**src/rtl/mips_defs.sv**
```systemverilog
// mips_defs: opcode/funct constants and npc-select encoding shared by the fetch stage
package mips_defs;
  localparam logic [5:0] OP_SPECIAL = 6'b000000;
  localparam logic [5:0] OP_J = 6'b000010;
  localparam logic [5:0] OP_JAL = 6'b000011;
  localparam logic [5:0] OP_BEQ = 6'b000100;
  localparam logic [5:0] OP_BNE = 6'b000101;
  localparam logic [5:0] FN_JR = 6'b001000;
  localparam logic [31:0] RESET_PC = 32'h0000_3000;
  typedef enum logic [1:0] {NPC_SEQ, NPC_BR, NPC_J, NPC_JR} npc_sel_e;
endpackage

```
**src/rtl/npc_sel.sv**
```systemverilog
// npc_sel: decode the ID-stage control transfer and form the raw next fetch address
module npc_sel
  import mips_defs::*;
(
  input  logic [31:0] instr_d,
  input  logic [31:0] pc_d,
  input  logic [31:0] pc_f,
  input  logic        cmp_eq,
  input  logic        cmp_ne,
  input  logic [31:0] rs_val_d,
  output logic [31:0] npc,
  output logic        redirect
);
  logic [5:0] op;
  logic [31:0] seq, br_tgt, j_tgt;
  logic taken;
  npc_sel_e sel;
  always_comb begin
    op = instr_d[31:26];
    seq = pc_f + 32'd4;
    br_tgt = pc_d + 32'd4 + {{14{instr_d[15]}}, instr_d[15:0], 2'b00};
    j_tgt = {pc_d[31:28], instr_d[25:0], 2'b00};
    taken = (op == OP_BEQ && cmp_eq) || (op == OP_BNE && cmp_ne);
    sel = taken ? NPC_BR :
          (op == OP_J || op == OP_JAL) ? NPC_J :
          (op == OP_SPECIAL && instr_d[5:0] == FN_JR) ? NPC_JR : NPC_SEQ;
    // jr keeps the raw rs value so the parent can flag a misaligned target
    npc = sel == NPC_BR ? br_tgt :
          sel == NPC_J  ? j_tgt :
          sel == NPC_JR ? rs_val_d : seq;
    redirect = npc != seq;
  end
endmodule

```
**src/rtl/fetch_npc_unit.sv**
```systemverilog
// fetch_npc_unit: IF-stage PC register, IF/ID register and sticky fetch address error
module fetch_npc_unit
  import mips_defs::*;
#(
  parameter logic [31:0] RESET_PC = mips_defs::RESET_PC,
  parameter logic [31:0] IM_LO = 32'h0000_3000,
  parameter logic [31:0] IM_HI = 32'h0000_6FFC
) (
  input  logic        clk,
  input  logic        reset,
  input  logic        stall,
  input  logic [31:0] instr_f,
  input  logic        cmp_eq,
  input  logic        cmp_ne,
  input  logic [31:0] rs_val_d,
  output logic [31:0] pc_f,
  output logic [31:0] instr_d,
  output logic [31:0] pc_d,
  output logic [31:0] link_d,
  output logic        redirect,
  output logic        addr_err
);
  logic [31:0] npc;
  logic bad;
  npc_sel u_npc_sel (
    .instr_d(instr_d),
    .pc_d(pc_d),
    .pc_f(pc_f),
    .cmp_eq(cmp_eq),
    .cmp_ne(cmp_ne),
    .rs_val_d(rs_val_d),
    .npc(npc),
    .redirect(redirect)
  );
  always_comb begin
    link_d = pc_d + 32'd8;
    bad = (npc[1:0] != 2'b00) || (npc < IM_LO) || (npc > IM_HI);
  end
  // a stalled branch commits nothing; it is re-decided on the first unstalled edge
  always_ff @(posedge clk)
    if (reset) begin
      pc_f <= RESET_PC;
      instr_d <= '0;
      pc_d <= '0;
      addr_err <= 1'b0;
    end else if (!stall) begin
      pc_f <= {npc[31:2], 2'b00};
      instr_d <= instr_f;
      pc_d <= pc_f;
      addr_err <= addr_err | bad;
    end
endmodule

```
**config.mk**
```make
export PLATFORM = sky130hd
export DESIGN_NAME = fetch_npc_unit
export DESIGN_NICKNAME = d
export VERILOG_FILES = /design/src/rtl/mips_defs.sv /design/src/rtl/npc_sel.sv /design/src/rtl/fetch_npc_unit.sv
export SDC_FILE = /design/constraint.sdc
export NUM_CORES = 1
export LEC_CHECK = 0
export CELL_PAD_IN_SITES_DETAIL_PLACEMENT = 0
export CELL_PAD_IN_SITES_GLOBAL_PLACEMENT = 2
export CORE_ASPECT_RATIO = 0.7
export CORE_UTILIZATION = 32
export CTS_CLUSTER_DIAMETER = 120
export DETAILED_ROUTE_END_ITERATION = 8
export GPL_ROUTABILITY_DRIVEN = 0
export GPL_TIMING_DRIVEN = 0
export HOLD_SLACK_MARGIN = 0.15
export PLACE_DENSITY_LB_ADDON = 0.25
export SLEW_MARGIN = 0
export SYNTH_ARGS = -nofsm -noshare
export SYNTH_HDL_FRONTEND = slang
export SYNTH_SLANG_ARGS = --single-unit
```
**constraint.sdc**
```tcl
create_clock -name clk -period 8.23 [get_ports clk]
set_input_delay 1.646 -clock clk [delete_from_list [all_inputs] [get_ports clk]]
set_output_delay 1.646 -clock clk [all_outputs]
set_load 0.05 [all_outputs]
```
==> impl_metrics.py <==
metrics = {
    "run_status": {
        "status": "completed",
    },
    "worst_setup_path": {
        "worstPathMaxFanout": 10,
        "critPathCaptureType": "primary output",
        "start_kind": "input pin",
        "crit_type": "input pin to primary output",
        "cp.arrival_ns": 6.49,
        "required_ns": 6.58,
        "rrSetupSlack_ns": 3.34,
    },
    "clock_network": {
        "clockBufferDepth": 2,
        "cts-root-buf": "clkbuf_16",
        "cts-buffers-inserted": 9,
        "cts_hold_buf": 0,
        "clock_sinks": 93,
        "clk_pin_slew_worst_paths_ns": 0.07,
        "tritoncts": "built",
        "cts_setup_buffers": 0,
        "clock_latency_ns": 0.37,
        "h-tree-depth": 3,
    },
    "timing": {
        "fin_crit_sh": 0.9880,
        "fmax_ghz": 0.1230,
        "slew_viol_final": 0,
        "setup_viol": 0,
        "fin_setup_tns_ns": 0,
        "clock_skew_ns": 0.01191,
        "slew_headroom": 0.1744,
        "rsz0062_at_grt": "false",
        "worstMarginPinSlew_ns": 1.238,
        "hold_violations": 0,
        "min_period_ns": 8.131,
        "holdWs_ns": 0.5635,
    },
    "drt": {
        "viasPerCell": 5.806,
        "antenna_left": 0,
        "drc": 0,
        "via_count": 10100,
        "first_iter_violations": 990,
        "first_pass_iters": 6,
        "post_drt_wl_per_cell_um": 23.77,
        "drt-total-wl_um": 41330,
    },
    "die": {
        "dieHeight_um": 141.6,
        "initial_core_util": 0.3295,
        "io_pins": 199,
        "rows": 50,
        "fp.coreArea_um2": 27030,
        "die_w_um": 201.4,
        "die_area_um2": 28510,
    },
    "synthesis": {
        "ys_types": 90,
        "async_flop_share": 0,
        "post-synth-top-count-cell": "nor2_1",
        "synth-edff-count": 0,
        "yosysTopAreaCellShare": 0.2091,
        "synth_area_um2": 8905,
        "synth-seq-cells": 93,
        "synth_common_cells": "184 x nor2_1, 93 x dfxtp_1, 90 x nand2_1, 78 x mux2i_1, 74 x a21oi_1",
        "ys_top_cells_by_area": "dfxtp_1 21%, mux2i_1 8.8%, ha_1 8.3%",
        "synthCells": 1164,
        "ys_seq_area_frac": 0.2091,
        "synth.avg_cell_area_um2": 7.650,
        "ys.flop_type": "dfxtp_1",
        "yosysWarnings": 0,
        "yosysTopAreaCell": "dfxtp_1",
    },
    "placement": {
        "hpwlAfterDp_um": 32480,
        "port_buffers": 191,
        "place_inst": 1724,
    },
    "worst_hold_path": {
        "hold_path_class": "register to register",
    },
    "layout": {
        "n_antenna_cell": 0,
        "drive_gt1_frac": 0.05236,
        "final_util": 0.4281,
        "final_cells": 1739,
        "syn_to_final_growth_pct": 29.91,
        "final_nets": 1500,
    },
    "grt": {
        "grt_pass1_wl_um": 59880,
        "grt_pass1_vias": 9185,
        "antenna_found_initial": 0,
        "grtUsageTotal": 0.2833,
        "grt_max_degree": 19,
        "gr-total-overflow": 0,
    },
    "power_and_ir_drop": {
        "power_uw": 1459,
        "leakagePower_uw": 0.004727,
        "powerDensity_nw_per_um2": 126.1,
        "irDropWorstVdd_mv": 0.1183,
    },
    "flow_run": {
        "drv_cap": 0,
    },
}
worst max-delay path, stage by stage:
cell             delay (ns)
clkdlybuf4s50_1        0.40
mux2_2                 0.32
nand3_1                0.36
clkbuf_1               0.65
clkbuf_1               0.54
clkbuf_2               0.47
o221ai_1               0.20
nor4_1                 0.41
nand4_1                0.27
a2111oi_2              0.37
nand2_1                0.13
clkdlybuf4s50_1        0.72
metal layers:
| metal | track usage | vias up | wire length (µm) |
|---|---|---|---|
| met5 | 0 | - | 0 |
| met4 | 0.06419 | 0 | 653 |
| met3 | 0.06706 | 57 | 3842 |
| met2 | 0.3904 | 474 | 16320 |
| met1 | 0.4330 | 4868 | 20510 |
| li1 | - | 4697 | - |
report_power, final:
part	internal, µW	switching (µW)	total [µW]
Combinational	192	329	521
Sequential	471	43.1	514
Clock	209	215	424
worst paths after layout:
kind	startpoint	endpoint	depth (start not counted)
setup / recovery	cmp_eq	redirect	12
hold / removal	instr_d[23]	instr_d[23]	2
setup reg to reg	instr_d[0]	addr_err	15
hold reg to reg	instr_d[23]	instr_d[23]	2
metrics by stage:
stage	area (µm²)	setup slack, ns
2_1_floorplan	8924	2.337
3_3_place_gp	11290	0.0004290
3_5_place_dp	11290	0.01891
4_1_cts	11560	0.2934
5_1_grt	11570	0.09009
6_report	11570	0.09887
final cells by class:
class                   instances  area (µm²)
fillers                      2891       15460
multi-input cells             985        6661
repair buffers                191        1912
flip-flops and latches         93        1862
well taps                     364       455.4
plain buffers                  76       350.3
clock buffers                  10       229.0
inverters                      15       56.30
clock inverters                 5       42.54
repair_timing:
item,4_1_cts,5_1_grt
gates resized for setup,1,0
endpoints found under the hold margin,0,0
endpoints found under the setup margin,1,0
layout by cell type (no fill, tap or decap), drive strengths merged, types with 7 or more instances in the layout:
cell / netlist / routed
a211o: 9 / 9
nor2b: 9 / 9
nor3: 38 / 38
mux2i: 78 / 78
o21ai: 35 / 35
a211oi: 22 / 22
nor4: 11 / 11
a31oi: 11 / 11
nand4: 27 / 27
xnor2: 52 / 52
dfxtp: 93 / 93
a21oi: 74 / 74
xor2: 34 / 34
a22oi: 7 / 7
clkbuf: 48 / 58
inv: 15 / 19
o211ai: 8 / 8
nand3: 38 / 38
buf: 28 / 28
or4: 11 / 11
clkdlybuf4s50: 0 / 191
nand2b: 11 / 11
ha: 59 / 59
a21o: 12 / 12
and3: 24 / 24
nand2: 90 / 90
and4: 7 / 7
nor2: 184 / 184
o22ai: 11 / 11
or3: 12 / 12
cells by family (layout without fill, tap and decap cells):
logic type / after synthesis / in the layout / synth area share
mux: 82 / 82 / 0.09274
other cells: 1 / 6 / 0.0004211
flops: 93 / 93 / 0.2091
xor+xnor: 87 / 87 / 0.08894
buf+inv: 91 / 297 / 0.04552
compound gates: 266 / 266 / 0.2087
fa+ha+maj: 60 / 60 / 0.08515
simple gates: 484 / 484 / 0.2695
sequential cells by signal, summed over array words and instances (netlist names):
name and count:
instr_d 32, pc_f 30, addr_err 1, pc_d 30
Power figures use the tool's default switching activity.
